--- src/rtl/neuro_writeback_unit_pkg.sv ---
// Shared definitions for the neuron write-back unit: default widths,
// FSM state encoding and the signed range of a stored neuron value.
package neuro_writeback_unit_pkg;

  localparam int DEF_ACC_W      = 16;
  localparam int DEF_DATA_W     = 8;
  localparam int DEF_ADDR_W     = 8;
  localparam int DEF_FIFO_DEPTH = 4;
  localparam int DEF_SHIFT      = 4;

  // Signed range of a neuron value held in RAM.
  localparam int DATA_MAX = 127;
  localparam int DATA_MIN = -128;

  typedef enum logic [1:0] {
    IDLE  = 2'd0,
    RUN   = 2'd1,
    DRAIN = 2'd2,
    DONE  = 2'd3
  } state_t;

endpackage

--- src/rtl/neuro_writeback_unit_if.sv ---
// Bus bundle for the write-back unit: the MAC result stream (valid/ready)
// and the neuron-RAM write port (grant/strobe/address/data).
// master = MAC side + RAM arbiter, slave = write-back unit.
interface neuro_writeback_unit_if
  import neuro_writeback_unit_pkg::*;
#(
  parameter int ACC_W  = DEF_ACC_W,
  parameter int DATA_W = DEF_DATA_W,
  parameter int ADDR_W = DEF_ADDR_W
) ();

  logic                     acc_valid;
  logic signed [ACC_W-1:0]  acc_data;
  logic                     acc_ready;

  logic                     wr_grant;
  logic                     wr_en;
  logic        [ADDR_W-1:0] wr_addr;
  logic signed [DATA_W-1:0] wr_data;

  modport master (
    output acc_valid, acc_data, wr_grant,
    input  acc_ready, wr_en, wr_addr, wr_data
  );

  modport slave (
    input  acc_valid, acc_data, wr_grant,
    output acc_ready, wr_en, wr_addr, wr_data
  );

endinterface

--- src/rtl/neuro_writeback_unit_wb_fifo.sv ---
// Small synchronous FIFO buffering requantized results between the MAC
// stream and the RAM write port. Pointers carry one extra wrap bit so that
// full and empty are distinguishable. The caller never pushes when full or
// pops when empty. Storage is not reset; only the pointers are.
module wb_fifo #(
  parameter int WIDTH = 8,
  parameter int DEPTH = 4
) (
  input  logic             clk,
  input  logic             rst,
  input  logic             push,
  input  logic [WIDTH-1:0] push_data,
  input  logic             pop,
  output logic [WIDTH-1:0] pop_data,
  output logic             full,
  output logic             empty
);

  localparam int PTR_W = $clog2(DEPTH);

  logic [WIDTH-1:0] mem [DEPTH];
  logic [PTR_W:0]   wr_ptr;
  logic [PTR_W:0]   rd_ptr;

  assign empty    = (wr_ptr == rd_ptr);
  assign full     = (wr_ptr[PTR_W] != rd_ptr[PTR_W]) &&
                    (wr_ptr[PTR_W-1:0] == rd_ptr[PTR_W-1:0]);
  assign pop_data = mem[rd_ptr[PTR_W-1:0]];

  // Advance read/write pointers; reset empties the buffer.
  always_ff @(posedge clk or posedge rst) begin
    if (rst) begin
      wr_ptr <= '0;
      rd_ptr <= '0;
    end else begin
      if (push) wr_ptr <= wr_ptr + (PTR_W+1)'(1);
      if (pop)  rd_ptr <= rd_ptr + (PTR_W+1)'(1);
    end
  end

  // Store pushed data at the write slot.
  always_ff @(posedge clk) begin
    if (push) mem[wr_ptr[PTR_W-1:0]] <= push_data;
  end

endmodule

--- src/rtl/neuro_writeback_unit.sv ---
// Neuron write-back unit: accepts signed MAC results, requantizes each to a
// signed neuron value (arithmetic shift then saturation), buffers them and
// writes them to the neuron RAM at consecutive addresses from a per-layer
// base, then pulses layer_done.
// Optional build macro RELU_EN: negative requantized values are written as 0
// and the negative clamp no longer raises sat_flag.
module neuro_writeback_unit
  import neuro_writeback_unit_pkg::*;
#(
  parameter int ACC_W      = DEF_ACC_W,
  parameter int DATA_W     = DEF_DATA_W,
  parameter int ADDR_W     = DEF_ADDR_W,
  parameter int FIFO_DEPTH = DEF_FIFO_DEPTH,
  parameter int SHIFT      = DEF_SHIFT
) (
  input  logic                   clk,
  input  logic                   reset,
  input  logic                   layer_start,
  input  logic [ADDR_W-1:0]      write_base,
  input  logic [ADDR_W-1:0]      neuron_count,
  neuro_writeback_unit_if.slave  bus,
  output logic                   busy,
  output logic                   layer_done,
  output logic                   sat_flag
);

  typedef struct packed {
    logic              sat;
    logic [DATA_W-1:0] val;
  } rq_t;

  localparam logic signed [ACC_W-1:0] Q_MAX = ACC_W'(DATA_MAX);
  localparam logic signed [ACC_W-1:0] Q_MIN = ACC_W'(DATA_MIN);

  // Shift the accumulator down to neuron scale and clamp to the stored range.
  function automatic rq_t requant(input logic signed [ACC_W-1:0] acc);
    logic signed [ACC_W-1:0] q;
    rq_t r;
    q     = acc >>> SHIFT;
    r.sat = 1'b0;
    r.val = q[DATA_W-1:0];
    if (q > Q_MAX) begin
      r.val = DATA_W'(DATA_MAX);
      r.sat = 1'b1;
    end else if (q < Q_MIN) begin
      r.val = DATA_W'(DATA_MIN);
`ifdef RELU_EN
      r.sat = 1'b0;
`else
      r.sat = 1'b1;
`endif
    end
`ifdef RELU_EN
    // ReLU after saturation: anything negative becomes zero.
    if (r.val[DATA_W-1]) r.val = '0;
`endif
    return r;
  endfunction

  state_t            state;
  state_t            state_nx;
  logic [ADDR_W-1:0] base_q;
  logic [ADDR_W-1:0] count_q;
  logic [ADDR_W-1:0] accepted;
  logic [ADDR_W-1:0] written;

  logic              acc_ready_c;
  logic              push;
  logic              pop;
  logic              fifo_full;
  logic              fifo_empty;
  logic [DATA_W-1:0] head;
  rq_t               rq;
  logic              start_ok;

  assign rq          = requant(bus.acc_data);
  assign start_ok    = (state == IDLE) && layer_start;

  // Ready only depends on state and occupancy at the start of the cycle.
  assign acc_ready_c = (state == RUN) && !fifo_full && (accepted < count_q);
  assign push        = bus.acc_valid && acc_ready_c;
  assign pop         = !fifo_empty && bus.wr_grant;

  assign bus.acc_ready = acc_ready_c;
  assign bus.wr_en     = pop;
  assign bus.wr_addr   = base_q + written;
  assign bus.wr_data   = fifo_empty ? '0 : head;
  assign busy          = (state != IDLE);

  wb_fifo #(
    .WIDTH (DATA_W),
    .DEPTH (FIFO_DEPTH)
  ) u_fifo (
    .clk       (clk),
    .rst       (reset),
    .push      (push),
    .push_data (rq.val),
    .pop       (pop),
    .pop_data  (head),
    .full      (fifo_full),
    .empty     (fifo_empty)
  );

  // FSM state register.
  always_ff @(posedge clk or posedge reset) begin
    if (reset) state <= IDLE;
    else       state <= state_nx;
  end

  // Next-state logic and the layer_done pulse.
  always_comb begin
    state_nx   = state;
    layer_done = 1'b0;
    case (state)
      IDLE: begin
        if (layer_start) state_nx = (neuron_count == '0) ? DONE : RUN;
      end
      RUN: begin
        if (push && ((accepted + ADDR_W'(1)) == count_q)) state_nx = DRAIN;
      end
      DRAIN: begin
        if (fifo_empty && (written == count_q)) state_nx = DONE;
      end
      DONE: begin
        layer_done = 1'b1;
        state_nx   = IDLE;
      end
      default: state_nx = IDLE;
    endcase
  end

  // Per-layer context: base/count latch, progress counters, sticky saturation.
  always_ff @(posedge clk or posedge reset) begin
    if (reset) begin
      base_q   <= '0;
      count_q  <= '0;
      accepted <= '0;
      written  <= '0;
      sat_flag <= 1'b0;
    end else if (start_ok) begin
      base_q   <= write_base;
      count_q  <= neuron_count;
      accepted <= '0;
      written  <= '0;
      sat_flag <= 1'b0;
    end else begin
      if (push) begin
        accepted <= accepted + ADDR_W'(1);
        if (rq.sat) sat_flag <= 1'b1;
      end
      if (pop) written <= written + ADDR_W'(1);
    end
  end

endmodule

--- src/flat_wrapper.sv ---
// flat-port wrapper written by rule: the top's interface ports become plain ports
module neuro_writeback_unit_flat import neuro_writeback_unit_pkg::*;
#(
  parameter int ACC_W      = DEF_ACC_W,
  parameter int DATA_W     = DEF_DATA_W,
  parameter int ADDR_W     = DEF_ADDR_W,
  parameter int FIFO_DEPTH = DEF_FIFO_DEPTH,
  parameter int SHIFT      = DEF_SHIFT
)
  (clk, reset, layer_start, write_base, neuron_count, busy, layer_done, sat_flag, bus_acc_valid, bus_acc_data, bus_wr_grant, bus_acc_ready, bus_wr_en, bus_wr_addr, bus_wr_data);
  neuro_writeback_unit_if #(.ACC_W(ACC_W), .DATA_W(DATA_W), .ADDR_W(ADDR_W)) bus_i ();
  input  logic clk;
  input  logic reset;
  input  logic layer_start;
  input  logic [ADDR_W-1:0] write_base;
  input  logic [ADDR_W-1:0] neuron_count;
  output logic busy;
  output logic layer_done;
  output logic sat_flag;
  input wire logic [$bits(bus_i.acc_valid)-1:0] bus_acc_valid;
  input wire logic [$bits(bus_i.acc_data)-1:0] bus_acc_data;
  input wire logic [$bits(bus_i.wr_grant)-1:0] bus_wr_grant;
  output wire logic [$bits(bus_i.acc_ready)-1:0] bus_acc_ready;
  output wire logic [$bits(bus_i.wr_en)-1:0] bus_wr_en;
  output wire logic [$bits(bus_i.wr_addr)-1:0] bus_wr_addr;
  output wire logic [$bits(bus_i.wr_data)-1:0] bus_wr_data;
  assign bus_i.acc_valid = bus_acc_valid;
  assign bus_i.acc_data = bus_acc_data;
  assign bus_i.wr_grant = bus_wr_grant;
  assign bus_acc_ready = bus_i.acc_ready;
  assign bus_wr_en = bus_i.wr_en;
  assign bus_wr_addr = bus_i.wr_addr;
  assign bus_wr_data = bus_i.wr_data;
  neuro_writeback_unit #(.ACC_W(ACC_W), .DATA_W(DATA_W), .ADDR_W(ADDR_W), .FIFO_DEPTH(FIFO_DEPTH), .SHIFT(SHIFT)) u_core (.clk(clk), .reset(reset), .layer_start(layer_start), .write_base(write_base), .neuron_count(neuron_count), .bus(bus_i), .busy(busy), .layer_done(layer_done), .sat_flag(sat_flag));
endmodule
--- config.mk ---
export PLATFORM = sky130hd
export DESIGN_NAME = neuro_writeback_unit_flat
export DESIGN_NICKNAME = d
export VERILOG_FILES = /design/src/rtl/neuro_writeback_unit_pkg.sv /design/src/rtl/neuro_writeback_unit_if.sv /design/src/rtl/neuro_writeback_unit_wb_fifo.sv /design/src/rtl/neuro_writeback_unit.sv /design/src/flat_wrapper.sv
export SDC_FILE = /design/constraint.sdc
export NUM_CORES = 1
export LEC_CHECK = 0
export ABC_AREA = 1
export CAP_MARGIN = 30
export CORE_MARGIN = 5
export CORE_UTILIZATION = 45
export CTS_CLUSTER_DIAMETER = 30
export DETAILED_ROUTE_END_ITERATION = 8
export GPL_TIMING_DRIVEN = 0
export PLACE_DENSITY = 0.64
export SLEW_MARGIN = 20
export SYNTH_ARGS = -nofsm -noshare
export SYNTH_HDL_FRONTEND = slang
export SYNTH_SLANG_ARGS = --single-unit
--- constraint.sdc ---
create_clock -name clk -period 2.9 [get_ports clk]
set_input_delay 0.725 -clock clk [delete_from_list [all_inputs] [get_ports clk]]
set_output_delay 0.725 -clock clk [all_outputs]
set_load 0.01 [all_outputs]
### Word-level counts from Yosys, hierarchy flattened

Memory sizes are Yosys's and may differ from the RTL's.
Cells that the tools add are included.

* equal/unequal tests: 11
* add/sub/neg operators: 5
* multiplexer cells: 18
* reductions and logical operators: 18
* magnitude comparators: 3

Operators with widths (count)
* two-way mux 8 bit: 5
* two-way mux 9 bit: 2
* adder 8 x 1 -> 8 bit, second input constant: 2
* == test 8 bit: 2
* > comparator 12 x 8 -> 1 bit, second input constant: 1
* less-than comparator 12 x 8 -> 1 bit, second input constant: 1
* adder 8 bit: 1
* logical AND 1 bit: 8
* zero test 8 bit: 1
* less-than comparator 8 bit: 1
* two-way mux 2 bit: 4
* one-hot mux 2 bit (4 select lines): 1
* nonzero test 2 bit: 4
* adder 3 x 1 -> 3 bit, second input constant: 2
* two-way mux 1 bit: 6
* == test 2 bit, second input constant: 2
* inequality test 2 bit, second input constant: 2
* == test 3 bit: 1
* AND reduction 3 bit: 1
* == test 2 x 1 -> 1 bit, second input constant: 1
* == test 2 bit: 1
* zero test 1 bit: 2
* zero test 2 bit: 1
* inequality test 2 x 1 -> 1 bit, second input constant: 1
* 2 further kinds: 2

* memories: 1
* bits in registers: 41
* word-level logic and storage cells: 64
* memory bits (writable): 32
* output and inout bits: 21

Memories
* u_core.u_fifo.mem: depth 4, bits a word 8, rd ports 1, clocked after Yosys merged registers in 0, wr ports 1, line neuro_writeback_unit_wb_fifo.sv:21 `logic [WIDTH-1:0] mem [DEPTH];`

### Logic depth before layout (Yosys ltp)

* word-level depth: 9
* depth in mapped cells: 14
* depth with buffers taken out: 14

### Hierarchy

Synthesis repeated with hierarchy kept, for this count alone.

* cell total of the unflattened synthesis: 500
* area, all modules: 4252.8 µm²

By module, submodules not included
* neuro_writeback_unit: seq. area each 875.8 µm², area each 2596.2 µm², times used 1, cells an instance 364
* wb_fifo: seq. area each 1111.1 µm², area each 1656.6 µm², times used 1, cells an instance 136

### Worst setup path before layout

No wires, ideal clock.

* path type: reg2out
* start: register u_core.written[0]
* end: output port bus_wr_addr[6]
* slack: 0.429 ns
* stages on the path, launching flop included: 8
* arrival time: 1.746 ns
* path through: dfrtp_1 ha_1 inv_1 fa_1 o21ai_0 a21oi_1 o21ai_0 xor2_1

* word-level cells in the longest chain between the ends: 1

Ends and longest elaborated chain
* start, declared: line neuro_writeback_unit.sv:65 `logic [ADDR_W-1:0] written;`
* start signal, assigned: line neuro_writeback_unit.sv:151 `if (pop) written <= written + ADDR_W'(1);`
* adder 8 bit: line neuro_writeback_unit.sv:86 `assign bus.wr_addr = base_q + written;`
* end, declared: line flat_wrapper.sv:25 `output wire logic [$bits(bus_i.wr_addr)-1:0] bus_wr_addr;`

Every way passes these cells.

### Worst setup path after layout

* start: register u_core.written[0]
* end: output port bus_wr_addr[1]

Same word-level chain as after synthesis.

==> metrics <==
result of the run=completed; multi-input logic area=between 0.0015 and 0.002 mm2; Worst Max-Slew Pin Slew=a little over 0.9 ns; Post-Syn Area per Cell=around 8.6 um2; maximum ir drop on the vdd rail=~0.43 mV; netlist area before placement=0.00417 mm2; signed area change from the synthesized netlist to the final layout=24.2%; net count after synthesis=551; largest net degree at the start of global routing=27; share of the clock period used by the worst path=0.974; Starting Density=0.455; achievable clock frequency=between 300 and 400 MHz; share of the core filled with cells=0.565; vias per std cell=between 5 and 6; per-cell routed wire length=~14 um; Ys Warns=0; Worst Path Arrival=~2.1 ns; most instantiated library cell after synthesis=nand2_1; Ports=58; Worst Path Class, Setup=flip-flop to output port; fraction of post-synthesis cell area in the top cell type by area=0.246; Slew Limit Headroom=0.387; number of flops mapped to enable cells by yosys=32; Worst-Skew Late Latency=approximately 0.35 ns; Worst setup SP type=flip-flop; maximum net fanout on the critical path=4; vias post-DR=around 3.4k; Post-synth top flop=dfrtp_1; global route overflow=0; initial antenna violation count=0; number of buffers created by CTS=9; number of cell instances on the worst register-to-register path=10; worst setup skew after layout=0.0153 ns; share of synthesized registers carrying an async set or reset=0.562; total negative slack=0 ns; worst path required time=between 2 and 2.5 ns; overall die area=roughly 0.011 mm2; DRT Pass-1 Iters=5; total global-route track usage=0.179; post-detailed-route count of antenna-violating nets=0; design area=around 0.0052 mm2; buffers added on ports=53; wire length of the first global-routing pass=~16,000 um; via count of the first global-routing pass=around 3.4k; static leakage=0.00243 uW; Die Span X=~110 um; Die Span Y=roughly 110 um; total of max-cap violations=0; endpoint class of the critical path=output port; worst hold path depth=2; Clock Sinks=73; layout filler cell count=822; library cell used as clock root buffer=clkbuf_8; areal power density over the cells=around 960 mW/mm2; clock slew seen by the registers of the worst setup and hold paths=about 0.09 ns; post-layout min period=2.82 ns; number of cell rows=35; GPL Wtd Cong=approximately 0.83; CTS tree=done; count of nets after finishing=626; RSZ-0062 raised after global routing=true; library cell occupying the most area in the post-synthesis netlist=dfrtp_1; Setup violations, final=0; number of max-slew violations in the final report=0; maximum clock insertion buffer count=2; final hold violation count=0; biggest area contributors in the synthesized netlist=dfrtp_1 (25%), edfxtp_1 (23%), nand2_1 (9.9%), ha_1 (8.1%), inv_1 (6.0%); fraction of the yosys area taken by sequential cells=0.477; DRC errors left=0; Place WS=-0.249 ns; ratio of cells with drive above 1 in the final layout=0.118; library cells used by synthesis=39; total wire length=~9500 um; Commonest cells post-synth=nand2_1 (110), inv_1 (67), nor2_1 (63), dfrtp_1 (41), o21ai_0 (34); cell count after synthesis=between 400 and 500; Max H-tree Level=3; core footprint=0.00915 mm2; synthesis-stage register bit count=73; cell area after placement=around 0.0049 mm2; hold crit path type=flip-flop to flip-flop; ANT cells=0; post-detailed-placement half-perimeter wirelength=between 6000 and 7000 um; initial detailed-routing violation count=~150; fin worst setup slack=between 0.07 and 0.08 ns; register cell area after layout=approximately 0.002 mm2
## metrics by stage
stage | power [uW] | hold slack [ns] | std cells
after floorplan | 3120 | 0.453 | 486
after global placement | 4060 | 0.470 | 650
after detailed placement | 4120 | 0.471 | 651
after CTS | 4970 | 0.495 | 674
after global routing | 5400 | 0.520 | 677
final | 4980 | 0.491 | 677
## power breakdown
| part | switching [uW] | internal (uW) | total, uW |
|---|---|---|---|
| Clock | 433 | 327 | 760 |
| Combinational | 1470 | 1190 | 2660 |
| Sequential | 212 | 1350 | 1560 |
| Total | 2110 | 2870 | 4980 |
## area by class of cell
cell class                 instances  area share
sequential                        73       0.385
multi-input combinational        332       0.366
timing repair buffer              64       0.118
inverter                          71      0.0534
tap                              111      0.0268
clock buffer                       9      0.0239
buffer                            10      0.0162
clock inverter                     7      0.0118
## per-layer routing
layer,GRT usage,vias up,wire [um]
met3,0.0376,9,399
li1,-,1728,-
met2,0.318,70,4800
met4,0.0416,0,74
met1,0.223,1599,4270
met5,0,-,0
## what timing repair did
item	in CTS	in global routing
setup endpoints to repair	15	8
resized for setup	29	15
pin swaps	3	4
setup buffers	7	3
hold buffers	0	0
## cell families (layout without fill, tap and decap cells)
group                    count (synthesis)  after routing  share of synthesized area
AND/OR/NAND/NOR                        224            224                      0.235
adder cells (fa/ha/maj)                 28             28                     0.0859
AO/OA/AOI/OAI                           62             62                     0.0856
XOR/XNOR                                18             18                     0.0378
flip-flops                              73             73                      0.477
buffers and inverters                   81            161                     0.0793
## final timing paths
check | startpoint | endpoint | slack (ns)
max in group asynchronous | reset | u_core.count_q[5] | 1.74
hold / removal | u_core.base_q[5] | u_core.base_q[5] | 0.49
setup / recovery | u_core.written[0] | bus_wr_addr[1] | 0.08
setup reg to reg | u_core.count_q[6] | u_core.u_fifo.mem[0][1] | 0.36
min in group asynchronous | reset | u_core.base_q[2] | 0.67
hold reg to reg | u_core.base_q[5] | u_core.base_q[5] | 0.49
## sequential cells by signal (all words and copies together) (netlist names)
| signal | cells |
|---|---|
| u_core.count_q | 8 |
| u_core.written | 8 |
| u_core.u_fifo.mem | 32 |
| u_core.accepted | 8 |
| u_core.base_q | 8 |
| u_core.u_fifo.wr_ptr | 3 |
| u_core.u_fifo.rd_ptr | 3 |
| u_core.state | 2 |
| u_core.sat_flag | 1 |
## critical path, stage by stage, from the launching register on
cell             delay, ns
dfrtp_2               0.45
ha_1                  0.22
inv_1                 0.07
fa_2                  0.42
inv_1                 0.06
clkdlybuf4s50_1       0.52
## placed cells by master (no fill, tap or decap), types with 3 or more instances in the layout
cell type        instances
inv_1                   64
nor2_1                  63
a21oi_1                 12
o21ai_0                 31
xor2_1                  13
edfxtp_1                32
clkbuf_8                 9
inv_6                    4
buf_4                   11
inv_2                    4
dfrtp_1                 38
nand3_1                 26
clkdlybuf4s50_1         45
nor3_1                   5
xnor2_1                  3
dfrtp_2                  3
o32ai_1                  8
ha_1                    26
clkbuf_1                 3
o21ai_1                  3
nand2_1                110
nand2_2                  4
dlygate4sd2_1            4
nand4_1                  4
(Power assumes the default switching activity.)
